### config.mk
export PLATFORM = sky130hd
export DESIGN_NAME = packetizer
export DESIGN_NICKNAME = d
export VERILOG_FILES = /design/src/rtl/packetizer.sv
export SDC_FILE = /design/constraint.sdc
export NUM_CORES = 1
export LEC_CHECK = 0
export CORE_MARGIN = 3
export CORE_UTILIZATION = 35
export DETAILED_ROUTE_END_ITERATION = 10
export HOLD_SLACK_MARGIN = 0.05
export PLACE_DENSITY = 0.64
export SKIP_LAST_GASP = 1
export SLEW_MARGIN = 25
export SYNTH_ARGS = -nofsm -noshare
export SYNTH_HDL_FRONTEND = slang
export SYNTH_SLANG_ARGS = --single-unit
### constraint.sdc
create_clock -name clk -period 2.65 [get_ports clk]
set_input_delay 0.53 -clock clk [delete_from_list [all_inputs] [get_ports clk]]
set_output_delay 0.53 -clock clk [all_outputs]
set_load 0.03 [all_outputs]
### src/rtl/packetizer.sv
// packetizer: buffers a valid/ready 16-bit word stream and emits one 48-bit flit per word.
// Define PACKETIZER_TIMEOUT_EN to close idle open packets with a tail-only flit.
module packetizer #(
   parameter int unsigned FIFO_DEPTH     = 4,
   parameter int unsigned MAX_FLITS      = 16,
   parameter int unsigned TIMEOUT_CYCLES = 32
) (
   input  logic        clk,
   input  logic        reset,
   input  logic [15:0] data_in,
   input  logic        data_last,
   input  logic        data_valid,
   output logic        data_ready,
   input  logic [7:0]  dest_id,
   output logic [47:0] flit_out,
   output logic        flit_valid,
   input  logic        flit_ready,
   output logic        busy,
   output logic [15:0] pkt_count
);
   localparam int unsigned AW       = $clog2(FIFO_DEPTH);
   localparam logic [7:0]  LAST_SEQ = 8'(MAX_FLITS - 1);

   if (FIFO_DEPTH < 2 || (FIFO_DEPTH & (FIFO_DEPTH - 1)) != 0 || MAX_FLITS < 2 ||
       MAX_FLITS > 256 || TIMEOUT_CYCLES < 1 || TIMEOUT_CYCLES > 65535) begin : g_bad_params
      $error("packetizer: illegal parameter value");
   end

   typedef enum logic {StIdle, StActive} state_e;

   logic [16:0] mem_q [FIFO_DEPTH];
   logic [AW:0] wr_ptr_q, rd_ptr_q;
   logic        ready_en_q;
   logic        full, empty, push, pop, can_load;
   logic [16:0] head;

   state_e      state_q, state_d;
   logic [7:0]  hdr_q, hdr_d;
   logic [7:0]  seq_q, seq_d;
   logic [47:0] flit_q, flit_d;
   logic        flit_valid_q, flit_valid_d;
   logic [15:0] pkt_q, pkt_d;
   logic [7:0]  cur_dest;
   logic        tail;
   logic        timeout_fire;

   // Extra pointer MSB distinguishes full from empty.
   assign full       = (wr_ptr_q[AW] != rd_ptr_q[AW]) &&
                       (wr_ptr_q[AW-1:0] == rd_ptr_q[AW-1:0]);
   assign empty      = (wr_ptr_q == rd_ptr_q);
   assign data_ready = ready_en_q && !full;
   assign push       = data_valid && data_ready;
   assign can_load   = !flit_valid_q || flit_ready;
   assign pop        = !empty && can_load;
   assign head       = mem_q[rd_ptr_q[AW-1:0]];

   assign cur_dest   = (state_q == StIdle) ? dest_id : hdr_q;
   assign tail       = head[16] || (seq_q == LAST_SEQ);

   assign flit_out   = flit_q;
   assign flit_valid = flit_valid_q;
   assign busy       = (state_q == StActive);
   assign pkt_count  = pkt_q;

   always_ff @(posedge clk) begin
      if (push) mem_q[wr_ptr_q[AW-1:0]] <= {data_last, data_in};
   end

   // seq_q always holds the sequence index of the next flit of the packet.
   always_comb begin
      state_d      = state_q;
      hdr_d        = hdr_q;
      seq_d        = seq_q;
      flit_d       = flit_q;
      flit_valid_d = flit_valid_q;
      pkt_d        = pkt_q;
      if (flit_valid_q && flit_ready) flit_valid_d = 1'b0;
      if (pop) begin
         flit_d       = {cur_dest, seq_q, head[15:0], tail ? 16'hFFFF : 16'h0000};
         flit_valid_d = 1'b1;
         if (state_q == StIdle) hdr_d = dest_id;
         if (tail) begin
            state_d = StIdle;
            seq_d   = 8'd0;
            pkt_d   = pkt_q + 16'd1;
         end else begin
            state_d = StActive;
            seq_d   = seq_q + 8'd1;
         end
      end else if (timeout_fire) begin
         flit_d       = {hdr_q, seq_q, 16'h0000, 16'hFFFF};
         flit_valid_d = 1'b1;
         state_d      = StIdle;
         seq_d        = 8'd0;
         pkt_d        = pkt_q + 16'd1;
      end
   end

   always_ff @(posedge clk or posedge reset) begin
      if (reset) begin
         wr_ptr_q     <= '0;
         rd_ptr_q     <= '0;
         ready_en_q   <= 1'b0;
         state_q      <= StIdle;
         hdr_q        <= 8'd0;
         seq_q        <= 8'd0;
         flit_q       <= 48'h0;
         flit_valid_q <= 1'b0;
         pkt_q        <= 16'd0;
      end else begin
         ready_en_q   <= 1'b1;
         if (push) wr_ptr_q <= wr_ptr_q + {{AW{1'b0}}, 1'b1};
         if (pop)  rd_ptr_q <= rd_ptr_q + {{AW{1'b0}}, 1'b1};
         state_q      <= state_d;
         hdr_q        <= hdr_d;
         seq_q        <= seq_d;
         flit_q       <= flit_d;
         flit_valid_q <= flit_valid_d;
         pkt_q        <= pkt_d;
      end
   end

`ifdef PACKETIZER_TIMEOUT_EN
   logic [15:0] to_cnt_q, to_cnt_d;
   logic        to_reached;

   assign to_reached = (to_cnt_q >= 16'(TIMEOUT_CYCLES));

   // A word arriving in the firing cycle wins over the timeout tail.
   always_comb begin
      to_cnt_d     = to_cnt_q;
      timeout_fire = (state_q == StActive) && empty && !push && to_reached && can_load;
      if (state_q != StActive || pop || push || timeout_fire) begin
         to_cnt_d = 16'd0;
      end else if (empty && !to_reached) begin
         to_cnt_d = to_cnt_q + 16'd1;
      end
   end

   always_ff @(posedge clk or posedge reset) begin
      if (reset) to_cnt_q <= 16'd0;
      else       to_cnt_q <= to_cnt_d;
   end
`else
   assign timeout_fire = 1'b0;
`endif

endmodule

== After elaboration in Yosys (flattened, before gate mapping) ==
Memory sizes are Yosys's and may differ from the RTL's.
Cells that the tools add are included.

* Register bits after elaboration: 89
* RAM bits: 68
* Input port bits: 29
* Output and inout bits: 67
* Word-level logic and storage cells: 38
* Memories kept: 1

* Add/sub/neg operators: 4
* Eq/ne operators: 4
* Muxes and demuxes: 8
* Reductions and logical operators: 12

{| class="wikitable"
|+ Memories
! memory !! depth !! bits a word !! rd ports !! clocked after memory_dff !! write ports !! RTL line !! text
|-
| mem_q || 4 || 17 || 1 || 0 || 1 || 31 || <nowiki>logic [16:0] mem_q [FIFO_DEPTH];</nowiki>
|}

{| class="wikitable"
|+ Operator list
! kind !! number
|-
| adder 16 x 1 -> 16 bit, second input constant || 1
|-
| two-way mux 16 bit || 1
|-
| two-way mux 8 bit || 2
|-
| adder 8 x 1 -> 8 bit, second input constant || 1
|-
| equality test 8 x 4 -> 1 bit, second input constant || 1
|-
| adder 3 x 1 -> 3 bit, second input constant || 2
|-
| logical AND 1 bit || 5
|-
| two-way mux 1 bit || 5
|-
| equality test 3 bit || 1
|-
| logical NOT 1 bit || 3
|-
| equality test 2 bit || 1
|-
| logical OR 1 bit || 2
|-
| AND reduction 2 bit || 1
|-
| nonzero test 2 bit || 1
|-
| inequality test 1 bit || 1
|}

== Longest topological paths before layout ==
* Depth in word-level cells: 7
* Mapped depth: 7

== Worst setup path before layout ==
No wires, ideal clock.

* Kind: flip-flop to flip-flop
* From: register rd_ptr_q[0]
* To: memory mem_q[3][0], enable pin
* Library setup time: 376 ps
* Arrival time: 1,835 ps
* Slack: 439 ps
* Cell stages (with the launch flop): 5
* Path buffers: 1
* Cells stage by stage: dfrtp_1 buf_6 xor2_1 o31a_1 and3_1

* Cells in the longest elaborated chain, start to end: 7

{| class="wikitable"
|+ RTL lines
! item !! RTL line !! text
|-
| start, declared || 32 || <nowiki>logic [AW:0] wr_ptr_q, rd_ptr_q;</nowiki>
|-
| start signal, assigned || 113 || <nowiki>if (pop) rd_ptr_q <= rd_ptr_q + {{AW{1'b0}}, 1'b1};</nowiki>
|-
| equality test 2 bit || 49 || <nowiki>(wr_ptr_q[AW-1:0] == rd_ptr_q[AW-1:0]);</nowiki>
|-
| logical AND 1 bit || 48 || <nowiki>assign full = (wr_ptr_q[AW] != rd_ptr_q[AW]) &&</nowiki>
|-
| logical NOT 1 bit || 51 || <nowiki>assign data_ready = ready_en_q && !full;</nowiki>
|-
| logical AND 1 bit || 51 ||
|-
| net data_ready || 13 || <nowiki>output logic data_ready,</nowiki>
|-
| logical AND 1 bit || 52 || <nowiki>assign push = data_valid && data_ready;</nowiki>
|-
| two-way mux 1 bit || 66 || <nowiki>if (push) mem_q[wr_ptr_q[AW-1:0]] <= {data_last, data_in};</nowiki>
|-
| two-way mux 1 bit (not written as such) || 66 ||
|-
| end, declared || 31 ||
|}

The timed path passes the listed nets, and every way through them passes these cells.

== Worst setup path in the final report ==
* From: register wr_ptr_q[1]
* To: output port data_ready

* Cells in the longest elaborated chain, start to end: 4

{| class="wikitable"
|+ RTL lines
! item !! RTL line !! text
|-
| start, declared || 32 ||
|-
| start signal, assigned || 112 || <nowiki>if (push) wr_ptr_q <= wr_ptr_q + {{AW{1'b0}}, 1'b1};</nowiki>
|-
| equality test 2 bit || 49 ||
|-
| logical AND 1 bit || 48 ||
|-
| logical NOT 1 bit || 51 ||
|-
| logical AND 1 bit || 51 ||
|-
| end, declared || 13 ||
|}

Every way passes these cells.

==> impl_metrics.ini <==
[power]
vdd.ir_drop.worst_mv = 0.7755
power.leakage_uw = 0.002923
cellPowerDensity_mw_per_mm2 = 1211
fin_total_pwr_uw = 8759

[clock_network]
hold_buffers = 0
h-tree-depth = 4
insertion_delay_ns = 0.42
clock_tree_from_tritoncts = built
clk_root_buffer_cell = sky130_fd_sc_hd__clkbuf_16
ctsResizeCount = 0
clkSlewWorstSetupHoldPaths_ns = 0.06
clk_path_buf_depth = 2
cts_post_setup_buffers_inserted = 0
cts_num_sinks = 134
cts_inserted_buffers = 17

[synthesis]
synth_enable_flop_cells = 68
mappedNetlistNets = 419
synth_compound_gate_area_share_pct = 3.048
postSynthAreaPerCell_sq_um = 14.36
synth_largest_area_cell = sky130_fd_sc_hd__edfxtp_1
synth_largest_type_area_fraction_pct = 37.12
ys_ff_latch = 134
synth_xor_area_share_pct = 3.662
dominantRegCellSynth = sky130_fd_sc_hd__edfxtp_1
largest_family_of_logic_cells_by_synthesized_area = simple AND/OR/NAND/NOR gates
postSynthCellCount = 383
yosysSeqAreaShare_pct = 67.14
synthMuxAreaShare_pct = 9.416
syn-cell-area_sq_mm = 0.005502
synthesis.yosys.warnings = 0
top_post_synthesis_cells_by_area = sky130_fd_sc_hd__edfxtp_1 (37%), sky130_fd_sc_hd__dfrtp_1 (30%), sky130_fd_sc_hd__nand2_1 (5.7%)
async_flop_share_pct = 49.25
synth_fa_ha_area_share_pct = 1.592
synth-simple-area-share_pct = 11.19
netlist-cell-type-count = 41

[worst_setup_path]
timing.critical_path.slowest_cell_delay_ns = 0.44
critPathRequiredTime_ns = 2.12
critical_path_class = reg -> out
timing.critical_path.to_type = output port
timing.reg2reg.worst_path_depth = 5
critical_path_startpoint = wr_ptr_q[1]$_DFFE_PP0P_
cells_traversed_along_the_worst_timing_path = xor2_1 -> o31a_1 -> buf_4
crit_path_max_fanout = 6
timing.critical_path.arrival_ns = 1.80
regToRegSetupSlack_ns = 0.34
worstSetupEndpoint = data_ready
critPathLaunchType = flop
worstSetupPathDepth = 3
critPathTopFamily = XOR/XNOR gates
worstReg2RegEnd = seq_q[6]$_DFFE_PP0P_
critical_path.slowest_cell = sky130_fd_sc_hd__xor2_1
timing.critical_path.buf_inv = 1
worstReg2RegStart = wr_ptr_q[1]$_DFFE_PP0P_

[finish]
antenna_cells = 0
area_delta_synth_final_pct = 31.50
final_layout_size_suffix_gt1_share_pct = 14.63
final_nets = 515
layout_commonest_cell = sky130_fd_sc_hd__clkdlybuf4s50_1
mostFrequentLayoutCells = sky130_fd_sc_hd__clkdlybuf4s50_1 (94), sky130_fd_sc_hd__nand2_1 (83), sky130_fd_sc_hd__edfxtp_1 (68)

[die]
die_outline_area_sq_mm = 0.01726
die_x_microns = 131.4
design.portCount = 96
core.rowCount = 45
placeableCoreArea_sq_mm = 0.01531
initial_utilization_pct = 35.92
die_height_microns = 131.4

[detailed_routing]
routed_wirelength_mm = 10.80
num_vias = 3321
post_drt_via_cell_ratio = 4.724
remaining_drcs = 0
drtIter0Drc = 228
detail_route.wl_per_cell_microns = 15.36
drtAntennaViolNets = 0
drt_pass_1_iters = 4

[sta]
layout_min_cycle_time_ns = 2.329
totalNegativeSetupSlack_ns = 0
slew_viol_final = 0
min_period_over_period_pct = 87.91
worst_pin_slew_ns = 0.8279
max_freq_mhz = 429.3
final_critical_path_setup_slack_ns = 0.3205
grt_setup_unrepaired = false
hold_violations = 0
slew_headroom_pct = 44.80
final-setup-viol-count = 0
timing.clock.skew_ns = 0.01089

[global_route]
groute.usage.overall_pct = 13.39
grt_pass1_vias = 3494
overflow = 0
first_pass_grt_wire_length_mm = 18.09
grt_antenna_before_repair = 0
grt_start_max_net_pins = 53

[flow_run]
cap_violations = 0

[place]
dpl.hpwl_mm = 7.015
routabilityCongestion = 0.7244
dp_slack_ns = 0.2531
place.port_buffers = 95

[worst_hold_path]
hold_class = in -> async

[outcome]
run_status = complete, no violations
[where the power goes]
part	total (uW)	internal (uW)	switching [uW]
clock	2310	1420	893
combinational	3450	1440	2010
sequential	2990	2680	318
total	8760	5530	3220
[kinds of logic (layout without fill, tap and decap cells)]
logic type | count (synthesis) | after routing
flip-flops | 134 | 134
AND/OR/NAND/NOR | 134 | 134
buffers and inverters | 34 | 143
multiplexers | 27 | 27
AO/OA/AOI/OAI | 23 | 23
XOR/XNOR | 23 | 23
adder cells (fa/ha/maj) | 7 | 7
other | 1 | 1
[worst min-delay path by stage]
| stage | from | slack, ns | endpoint |
|---|---|---|---|
| floorplan | seq_q[1]$_DFFE_PP0P_ | 0.49 | flit_out[33]$_DFFE_PP0P_ |
| finish | reset | 0.41 | flit_out[19]$_DFFE_PP0P_ |
| global placement | flit_out[28]$_DFFE_PP0P_ | 0.47 | flit_out[28]$_DFFE_PP0P_ |
| CTS | reset | 0.41 | flit_out[19]$_DFFE_PP0P_ |
| global route | reset | 0.43 | flit_out[16]$_DFFE_PP0P_ |
| detailed placement | flit_out[19]$_DFFE_PP0P_ | 0.46 | flit_out[19]$_DFFE_PP0P_ |
[flip-flops by register name, indices dropped and copies added, names as in the netlist]
register / count
pkt_count: 16
wr_ptr_q: 3
hdr_q: 8
seq_q: 8
busy: 1
rd_ptr_q: 3
mem_q: 68
flit_out: 25
ready_en_q: 1
flit_valid: 1
[synthesized netlist by cell type, types with 7 or more instances]
cell type	n
sky130_fd_sc_hd__and3_1	7
sky130_fd_sc_hd__buf_4	17
sky130_fd_sc_hd__dfrtp_1	66
sky130_fd_sc_hd__edfxtp_1	68
sky130_fd_sc_hd__ha_1	7
sky130_fd_sc_hd__mux2_2	10
sky130_fd_sc_hd__mux4_2	11
sky130_fd_sc_hd__nand2_1	83
sky130_fd_sc_hd__nand3_1	9
sky130_fd_sc_hd__nor2_1	7
sky130_fd_sc_hd__nor4_1	7
sky130_fd_sc_hd__o21ai_0	9
sky130_fd_sc_hd__xor2_1	17
[per-stage QoR]
stage               area, sq um  instances  util, %  hold WS (ns)
floorplan                  5502        383        -        0.4877
global placement           6644        671    43.38        0.4673
detailed placement         6644        671    43.38        0.4620
CTS                        7234        703    47.24        0.4072
global route               7234        703    47.24        0.4318
finish                     7234        703    47.24        0.4074
[per-layer routing]
layer  share of wire [%]  vias up  global-route usage [%]
met5                   0        -                       0
met1                  43     1631                   16.11
li1                    -     1568                       -
met4                 1.4        0                   5.484
met2                  49      107                   21.80
met3                 6.3       15                   5.015
[final cells by class]
| class | instances | area [sq um] |
|---|---|---|
| repair buffers | 107 | 1064 |
| clock inverters | 13 | 147.6 |
| clock buffers | 19 | 442.9 |
| fillers | 1411 | 8080 |
| well taps | 211 | 264.0 |
| flip-flops and latches | 134 | 3694 |
| multi-input cells | 215 | 1608 |
| inverters | 4 | 15.01 |
Note: power is estimated with default switching activity, not from simulation.
